**src/rtl/seg_display_scanner_pkg.sv**
```systemverilog
// Shared 7-segment display definitions: active-low segment codes {g,f,e,d,c,b,a},
// the captured display value type and the digit-position select helper.
package seg_display_scanner_pkg;

  localparam logic [6:0] SEG_0     = 7'h40;
  localparam logic [6:0] SEG_1     = 7'h79;
  localparam logic [6:0] SEG_2     = 7'h24;
  localparam logic [6:0] SEG_3     = 7'h30;
  localparam logic [6:0] SEG_4     = 7'h19;
  localparam logic [6:0] SEG_5     = 7'h12;
  localparam logic [6:0] SEG_6     = 7'h02;
  localparam logic [6:0] SEG_7     = 7'h78;
  localparam logic [6:0] SEG_8     = 7'h00;
  localparam logic [6:0] SEG_9     = 7'h10;
  localparam logic [6:0] SEG_E     = 7'h06;
  localparam logic [6:0] SEG_MINUS = 7'h3F;
  localparam logic [6:0] SEG_BLANK = 7'h7F;

  localparam int unsigned NUM_DIGITS = 7;

  typedef struct packed {
    logic                            positive;
    logic [NUM_DIGITS-1:0][3:0]      digits;
  } disp_val_t;

  localparam disp_val_t DISP_RESET = '{positive: 1'b1, digits: '0};

  function automatic logic [7:0] anode_sel(input logic [2:0] pos);
    return ~(8'b1 << pos);
  endfunction

endpackage

```
**src/rtl/seg_display_scanner_bcd_to_seg.sv**
```systemverilog
// Combinational BCD digit to active-low 7-segment decode; non-decimal codes show E.
module bcd_to_seg
  import seg_display_scanner_pkg::*;
(
  input  logic [3:0] digit_i,
  output logic [6:0] seg_n_o
);

  always_comb begin
    seg_n_o = SEG_E;
    case (digit_i)
      4'd0: seg_n_o = SEG_0;
      4'd1: seg_n_o = SEG_1;
      4'd2: seg_n_o = SEG_2;
      4'd3: seg_n_o = SEG_3;
      4'd4: seg_n_o = SEG_4;
      4'd5: seg_n_o = SEG_5;
      4'd6: seg_n_o = SEG_6;
      4'd7: seg_n_o = SEG_7;
      4'd8: seg_n_o = SEG_8;
      4'd9: seg_n_o = SEG_9;
      default: seg_n_o = SEG_E;
    endcase
  end

endmodule

```
**src/rtl/seg_display_scanner.sv**
```systemverilog
// Eight-position multiplexed 7-segment scanner: shadow/display handshake updated only
// at frame boundaries, leading-zero blanking and sign at position 7, registered drive.
module seg_display_scanner
  import seg_display_scanner_pkg::*;
#(
  parameter int unsigned SCAN_DIV = 50000
) (
  input  logic       clk,
  input  logic       rst_n,
  input  logic       load,
  input  logic       positive,
  input  logic [3:0] d0,
  input  logic [3:0] d1,
  input  logic [3:0] d2,
  input  logic [3:0] d3,
  input  logic [3:0] d4,
  input  logic [3:0] d5,
  input  logic [3:0] d6,
  output logic [7:0] an_n,
  output logic [6:0] seg_n,
  output logic       pending,
  output logic       frame_tick
);

  localparam int unsigned     PW         = (SCAN_DIV > 1) ? $clog2(SCAN_DIV) : 1;
  localparam logic [PW-1:0]   PRESC_LAST = PW'(SCAN_DIV - 1);

  logic [PW-1:0] presc_q, presc_d;
  logic [2:0]    pos_q, pos_d;
  disp_val_t     shadow_q, shadow_d;
  disp_val_t     disp_q, disp_d;
  logic          pending_q, pending_d;
  logic [7:0]    an_n_q, an_n_d;
  logic [6:0]    seg_n_q, seg_n_d;

  logic          term;
  logic          frame;
  logic [2:0]    top_nz;
  logic [7:0][3:0] dig_ext;
  logic [3:0]    cur_digit;
  logic [6:0]    dec_seg;

  assign term  = (presc_q == PRESC_LAST);
  assign frame = term && (pos_q == 3'd7);

  always_comb begin
    presc_d = term ? '0 : presc_q + PW'(1);
    pos_d   = term ? pos_q + 3'd1 : pos_q;
  end

  // Boundary copy uses the old shadow, so a load in the same cycle lands in the
  // shadow and stays pending for the next frame.
  always_comb begin
    shadow_d  = shadow_q;
    disp_d    = disp_q;
    pending_d = pending_q;
    if (frame && pending_q) begin
      disp_d    = shadow_q;
      pending_d = 1'b0;
    end
    if (load) begin
      shadow_d  = '{positive: positive, digits: {d6, d5, d4, d3, d2, d1, d0}};
      pending_d = 1'b1;
    end
  end

  always_comb begin
    top_nz = '0;
    for (int unsigned k = 0; k < NUM_DIGITS; k++) begin
      if (disp_q.digits[k] != 4'd0) top_nz = 3'(k);
    end
  end

  assign dig_ext   = {4'h0, disp_q.digits};
  assign cur_digit = dig_ext[pos_q];

  bcd_to_seg u_dec (
    .digit_i (cur_digit),
    .seg_n_o (dec_seg)
  );

  always_comb begin
    an_n_d = anode_sel(pos_q);
    if (pos_q == 3'd7)
      seg_n_d = disp_q.positive ? SEG_BLANK : SEG_MINUS;
    else if (pos_q > top_nz)
      seg_n_d = SEG_BLANK;
    else
      seg_n_d = dec_seg;
  end

  always_ff @(posedge clk or negedge rst_n) begin
    if (!rst_n) begin
      presc_q   <= '0;
      pos_q     <= '0;
      shadow_q  <= DISP_RESET;
      disp_q    <= DISP_RESET;
      pending_q <= 1'b0;
      an_n_q    <= '1;
      seg_n_q   <= SEG_BLANK;
    end else begin
      presc_q   <= presc_d;
      pos_q     <= pos_d;
      shadow_q  <= shadow_d;
      disp_q    <= disp_d;
      pending_q <= pending_d;
      an_n_q    <= an_n_d;
      seg_n_q   <= seg_n_d;
    end
  end

  assign an_n       = an_n_q;
  assign seg_n      = seg_n_q;
  assign pending    = pending_q;
  assign frame_tick = frame;

endmodule

```
**config.mk**
```make
export PLATFORM = sky130hd
export DESIGN_NAME = seg_display_scanner
export DESIGN_NICKNAME = d
export VERILOG_FILES = /design/src/rtl/seg_display_scanner_pkg.sv /design/src/rtl/seg_display_scanner_bcd_to_seg.sv /design/src/rtl/seg_display_scanner.sv
export SDC_FILE = /design/constraint.sdc
export NUM_CORES = 1
export LEC_CHECK = 0
export CELL_PAD_IN_SITES_DETAIL_PLACEMENT = 0
export CELL_PAD_IN_SITES_GLOBAL_PLACEMENT = 1
export CORE_UTILIZATION = 46
export CTS_CLUSTER_DIAMETER = 30
export DETAILED_ROUTE_END_ITERATION = 10
export PLACE_DENSITY_LB_ADDON = 0.2
export SYNTH_ARGS = -nofsm -noshare
export SYNTH_HDL_FRONTEND = slang
export SYNTH_HIERARCHICAL = 1
export SYNTH_SLANG_ARGS = --single-unit
```
**constraint.sdc**
```tcl
create_clock -name clk -period 3 [get_ports clk]
set_input_delay 0.75 -clock clk [delete_from_list [all_inputs] [get_ports clk]]
set_output_delay 0.75 -clock clk [all_outputs]
set_load 0.03 [all_outputs]
```
-- Word-level counts from Yosys, hierarchy flattened
Memories as Yosys holds them, arrays and structs flattened.
Index checks and enable logic that the tools add are counted.
- $lt $le $gt $ge: 2
- equal/unequal tests: 2
- mux-type cells: 14
- $add $sub $neg: 2
- reductions and logical operators: 9
- shift-type cells: 1
- bitwise gates (word level): 1
- operator list (kind ; number):
    $reduce_bool A4 Y1 ; 6
    $mux W7 ; 3
    $add A16 B1 Y16 const B ; 1
    $eq A16 B16 Y1 const B ; 1
    $mux W16 ; 1
    $mux W3 ; 5
    $bmux W4 S3 ; 1
    $not A8 Y8 ; 1
    $shl A1 B3 Y8 const A ; 1
    $lt A3 B4 Y1 const B ; 1
    $mux W4 ; 1
    $add A3 B1 Y3 const B ; 1
    $eq A3 B3 Y1 const B ; 1
    $gt A3 B3 Y1 ; 1
    $mux W1 ; 3
    $logic_and A1 B1 Y1 ; 2
    $reduce_bool A2 Y1 ; 1
- memory bits (read-only): 112
- bits in registers: 93
- memories kept: 1
- output and inout bits: 17
- logic and storage cells: 53
- bits of input ports: 32
- memories (name ; words ; width ; rd ports ; clocked after Yosys merged registers in ; wr ports ; line ; source):
    (name not given) ; 16 ; 7 ; 1 ; 0 ; 0 ; seg_display_scanner_bcd_to_seg.sv:11 ; case (digit_i)

-- Logic depth before layout (Yosys ltp)
- depth in word-level cells: 10
- mapped depth: 10

-- Modules after synthesis
The synthesis kept the hierarchy.
- by module, submodules not included (module ; seq. area each (um^2) ; area an instance (um^2) ; cells each ; instances):
    seg_display_scanner ; 2348.5 ; 4037.6 ; 289 ; 1
    bcd_to_seg ; 0.0 ; 186.4 ; 27 ; 1

-- Least setup slack after synthesis
Ideal clock, no wire load.
- path type: flip-flop to flip-flop
- start point: reg pos_q[0]
- end point: reg seg_n_q[2], in the netlist seg_n[2]
- path slack: 0.803 ns
- data required time: 2.907 ns
- stages on the path, launching flop included: 9
- arrival time: 2.104 ns
- library setup time: 0.093 ns
- cell sequence: dfrtp_1 -> clkbuf_1 -> mux4_2 -> o21a_1 -> buf_6 -> or2_1 -> a22o_1 -> inv_1 -> nand3_1
- longest elaborated chain between the ends: 5
- ends and longest elaborated chain (item ; line ; source):
    start: declaration ; seg_display_scanner.sv:29 ; logic [2:0] pos_q, pos_d;
    start signal: assignment ; seg_display_scanner.sv:103 ; pos_q <= pos_d;
    $bmux W4 S3 ; seg_display_scanner.sv:75 ; assign cur_digit = dig_ext[pos_q];
    $mux W4 (implied by the code) ; seg_display_scanner.sv:75 ;
    named net cur_digit[2] ; seg_display_scanner.sv:40 ; logic [3:0] cur_digit;
    $mem_v2 Z16 W7 ; -- ;
    named net dec_seg[2] ; seg_display_scanner.sv:41 ; logic [6:0] dec_seg;
    $mux W7 ; seg_display_scanner.sv:86 ; else if (pos_q > top_nz)
    $mux W7 ; seg_display_scanner.sv:84 ; if (pos_q == 3'd7)
    named net seg_n_d[2] ; seg_display_scanner.sv:34 ; logic [6:0] seg_n_q, seg_n_d;
    end signal: assignment ; seg_display_scanner.sv:108 ; seg_n_q <= seg_n_d;
    end: declaration ; seg_display_scanner.sv:34 ;
The timed path passes the listed nets, and every way through them passes these cells. The select of a mux whose other input is x is not followed.
A chain may end at the register's enable or synchronous reset.

-- Final worst setup path
- start point: reg presc_q[0]
- end point: out frame_tick
- longest elaborated chain between the ends: 2
- ends and longest elaborated chain (item ; line ; source):
    start: declaration ; seg_display_scanner.sv:28 ; logic [PW-1:0] presc_q, presc_d;
    start signal: assignment ; seg_display_scanner.sv:102 ; presc_q <= presc_d;
    $eq A16 B16 Y1 ; seg_display_scanner.sv:43 ; assign term = (presc_q == PRESC_LAST);
    $logic_and A1 B1 Y1 ; seg_display_scanner.sv:44 ; assign frame = term && (pos_q == 3'd7);
    end: declaration ; seg_display_scanner.sv:22 ; output logic frame_tick
Every way passes these cells.

==> impl_metrics.json <==
{
  "ys_types": 45,
  "synth.yosys.warnings": 6,
  "reg2reg_from": "dig_ext[8]",
  "achievable-frequency_mhz": 390.9,
  "synthMostInstantiatedCell": "dfrtp_1",
  "power_density_nw_per_um2": 451.1,
  "synth_top_cells_by_area": "dfrtp_1 (45%), mux2_2 (13%), dfstp_2 (11%), ha_1 (4.4%), mux2_4 (3.6%)",
  "slew_viol_final": 0,
  "grt-ovfl-total": 0,
  "placement_rows": 34,
  "synth_edf_count": 0,
  "floorplan.initialDensity": 0.4797,
  "wire_length_of_the_first_global_routing_pass_um": 12480,
  "yosys.area_share.adder": 0.04443,
  "ir_drop_mv": 0.2728,
  "synthesis.area_per_instance_um2": 13.37,
  "final_net_count": 417,
  "routabilityCongestion": 0.7380,
  "worst_setup_path_start_kind": "register",
  "largest_net_degree_at_the_start_of_global_routing": 39,
  "worstHoldPathType": "in -> async",
  "layout_skew_ns": 0.01012,
  "post_drt_wl_per_cell_um": 14.91,
  "syn-num-nets": 363,
  "layout.cell_area.non_filler_um2": 5015,
  "relSlewSlack": 0.5902,
  "design.core.area_um2": 8806,
  "final-setup-viol-count": 0,
  "clock_sink_count": 93,
  "worst_pin_slew_ns": 0.6061,
  "synth_simple_gate_area_share": 0.09538,
  "critical_path.max_stage_delay_ns": 0.39,
  "kind_of_cell_adding_the_most_delay_to_the_critical_path": "simple AND/OR/NAND/NOR gates",
  "layout-drive-gt1-share": 0.2834,
  "num_io_pins": 49,
  "detail_route.drc_violations": 4,
  "critPathRequiredTime_ns": 2.25,
  "total_half_perimeter_wirelength_after_legalization_and_detailed_placement_um": 5161,
  "antenna_violations_before_repair": 0,
  "chip_width_um": 97.83,
  "setup_tns_ns": 0,
  "placedCellCount": 467,
  "detailedRoute.firstIterationViolations": 47,
  "cp.buffers_inverters": 2,
  "num_antenna_cells": 0,
  "mux_cell_area_share_after_synthesis": 0.2038,
  "clk_path_buf_depth": 2,
  "cts_inserted_buffers": 9,
  "clk-insertion-delay-late_ns": 0.35,
  "max_cap_violations": 0,
  "instance_area_after_placement_um2": 4816,
  "failing_checks": "DRC",
  "mappedNetlistArea_um2": 4224,
  "vias_per_cell": 5.216,
  "fin_cells": 482,
  "route.antenna.remaining_nets": 0,
  "synthFlopType": "dfrtp_1",
  "synth_compound_gate_area_share": 0.03969,
  "arrival_ns": 1.81,
  "run_status": "finished, violations left",
  "synth_sequential_area_ratio": 0.5560,
  "finalCriticalPeriod_ns": 2.558,
  "via_count": 2514,
  "h-tree-depth": 3,
  "synthArstFlopShare": 1.000,
  "tritoncts": "yes",
  "clk_root_buffer_cell": "clkbuf_8",
  "synthXorXnorAreaFrac": 0.02695,
  "postRouteWirelength_um": 7185,
  "synth_top_family_by_area": "multiplexers",
  "die_area_um2": 9570,
  "cp_slowest_cell": "dfrtp_1",
  "synth.top_cells.by_count": "dfrtp_1 (76), mux2_2 (48), dfstp_2 (17), nand2_1 (17), ha_1 (15)",
  "cell_count_after_synthesis": 316,
  "grt_pass1_vias": 2526,
  "crit_path_launch": "presc_q[0]",
  "hold_viol": 0,
  "clk_pin_slew_ns": 0.08,
  "layout_worst_path_cycle_share": 0.8526,
  "power.leakage_nw": 2.219,
  "final_core_utilization": 0.5695,
  "detailedRoute.firstPassIterationCount": 7,
  "grt.total_usage": 0.1669,
  "port-buffer-count": 48,
  "timing.critical_path.to_type": "output pin",
  "grt_setup_unrepaired": "no",
  "cts_hold_buf": 0,
  "synth_top_area_frac": 0.4502,
  "synth_seq_cells": 93,
  "area_growth_pct": 18.72,
  "worstPathCellList": "ha_1 -> and3_1 -> and4_4 -> nand2_1 -> inv_1 -> dlymetal6s2s_1",
  "die-height_um": 97.83,
  "timing.setup.critical_path_class": "reg -> out",
  "netlist.top_cell.by_area": "dfrtp_1",
  "path_max_fanout": 4
}
final cells by class:
cell class,count,area (um^2)
Fill cell,747,3791
Sequential cell,93,2349
Multi-Input combinational cell,196,1733
Timing Repair Buffer,55,545.5
Clock buffer,10,137.6
Tap cell,108,135.1
Clock inverter,5,58.81
Inverter,15,56.30
registers in the layout (all words and copies together), names as in the netlist:
register  flops
seg_n         7
an_n          8
pending       1
presc_q      16
disp_q        1
shadow_q     29
pos_q         3
dig_ext      28
where the power goes:
group          internal, mW  leakage [nW]  switching [mW]
clock                 0.405        0.0948           0.425
combinational        0.0737         0.969          0.0446
sequential             1.29          1.16          0.0206
path summary, 6_finish.rpt:
kind                       cells past startpoint  slack (ns)          end
setup / recovery                               6        0.44   frame_tick
hold / removal                                 1        0.35   presc_q[8]
setup reg to reg                               9        0.56     seg_n[6]
hold reg to reg                                1        0.48   presc_q[0]
max in group asynchronous                      2        1.94  presc_q[14]
min in group clk                               1        0.48   presc_q[0]
worst register-to-register path: stages (launching register included):
cell	delay (ns)
dfrtp_1	0.41
nor4_1	0.42
o41ai_1	0.16
a21bo_2	0.23
a21oi_1	0.18
ha_1	0.18
nor2b_1	0.05
o21a_1	0.16
o21ai_1	0.40
a2bb2oi_1	0.16
cells in the final DEF, fill, tap and decap left out, types with 2 or more instances in the layout:
cell	n
a21oi_1	7
and3_1	4
and4bb_1	2
buf_4	7
clkbuf_8	10
clkdlybuf4s50_1	46
clkinvlp_4	2
dfrtp_1	76
dfstp_2	17
ha_1	15
inv_1	14
mux2_2	48
mux2_4	10
mux2i_1	8
mux4_2	4
nand2_1	17
nand2b_1	5
nand3_1	14
nor2_1	14
nor2b_1	2
nor4_1	6
o21a_1	5
o221ai_1	4
or2_1	2
xnor2_1	7
xor2_1	6
repair_timing:
action | in CTS | in global routing
gates resized for setup | 0 | 1
setup buffers | 0 | 0
endpoints found under the setup margin | 0 | 1
endpoints found under the hold margin | 0 | 0
metal layers:
layer  up-vias  track usage  routed length, um  part of all wire
met3         9      0.04295                215             0.030
li1       1212            -                  -                 -
met5         -            0                  0                 0
met1      1250       0.2294               3473              0.48
met2        43       0.2600               3406              0.47
met4         0      0.05245                 89             0.012
logic make-up (layout without fill, tap and decap cells):
group	after synthesis	after routing
compound gates	24	24
fa+ha+maj	15	15
flops	93	93
buf+inv	27	85
mux	70	70
xor+xnor	13	13
simple gates	74	74
stage by stage:
step	setup WS (ns)	hold slack (ns)	power, mW
2_1_floorplan	0.8026	0.4386	1.378
3_3_place_gp	0.4385	0.4606	1.456
3_5_place_dp	0.4254	0.4739	1.462
4_1_cts	0.01933	0.3556	2.295
5_1_grt	0.3213	0.3679	2.366
6_report	0.4421	0.3487	2.262
No activity file was read; power rests on OpenSTA's default activity.
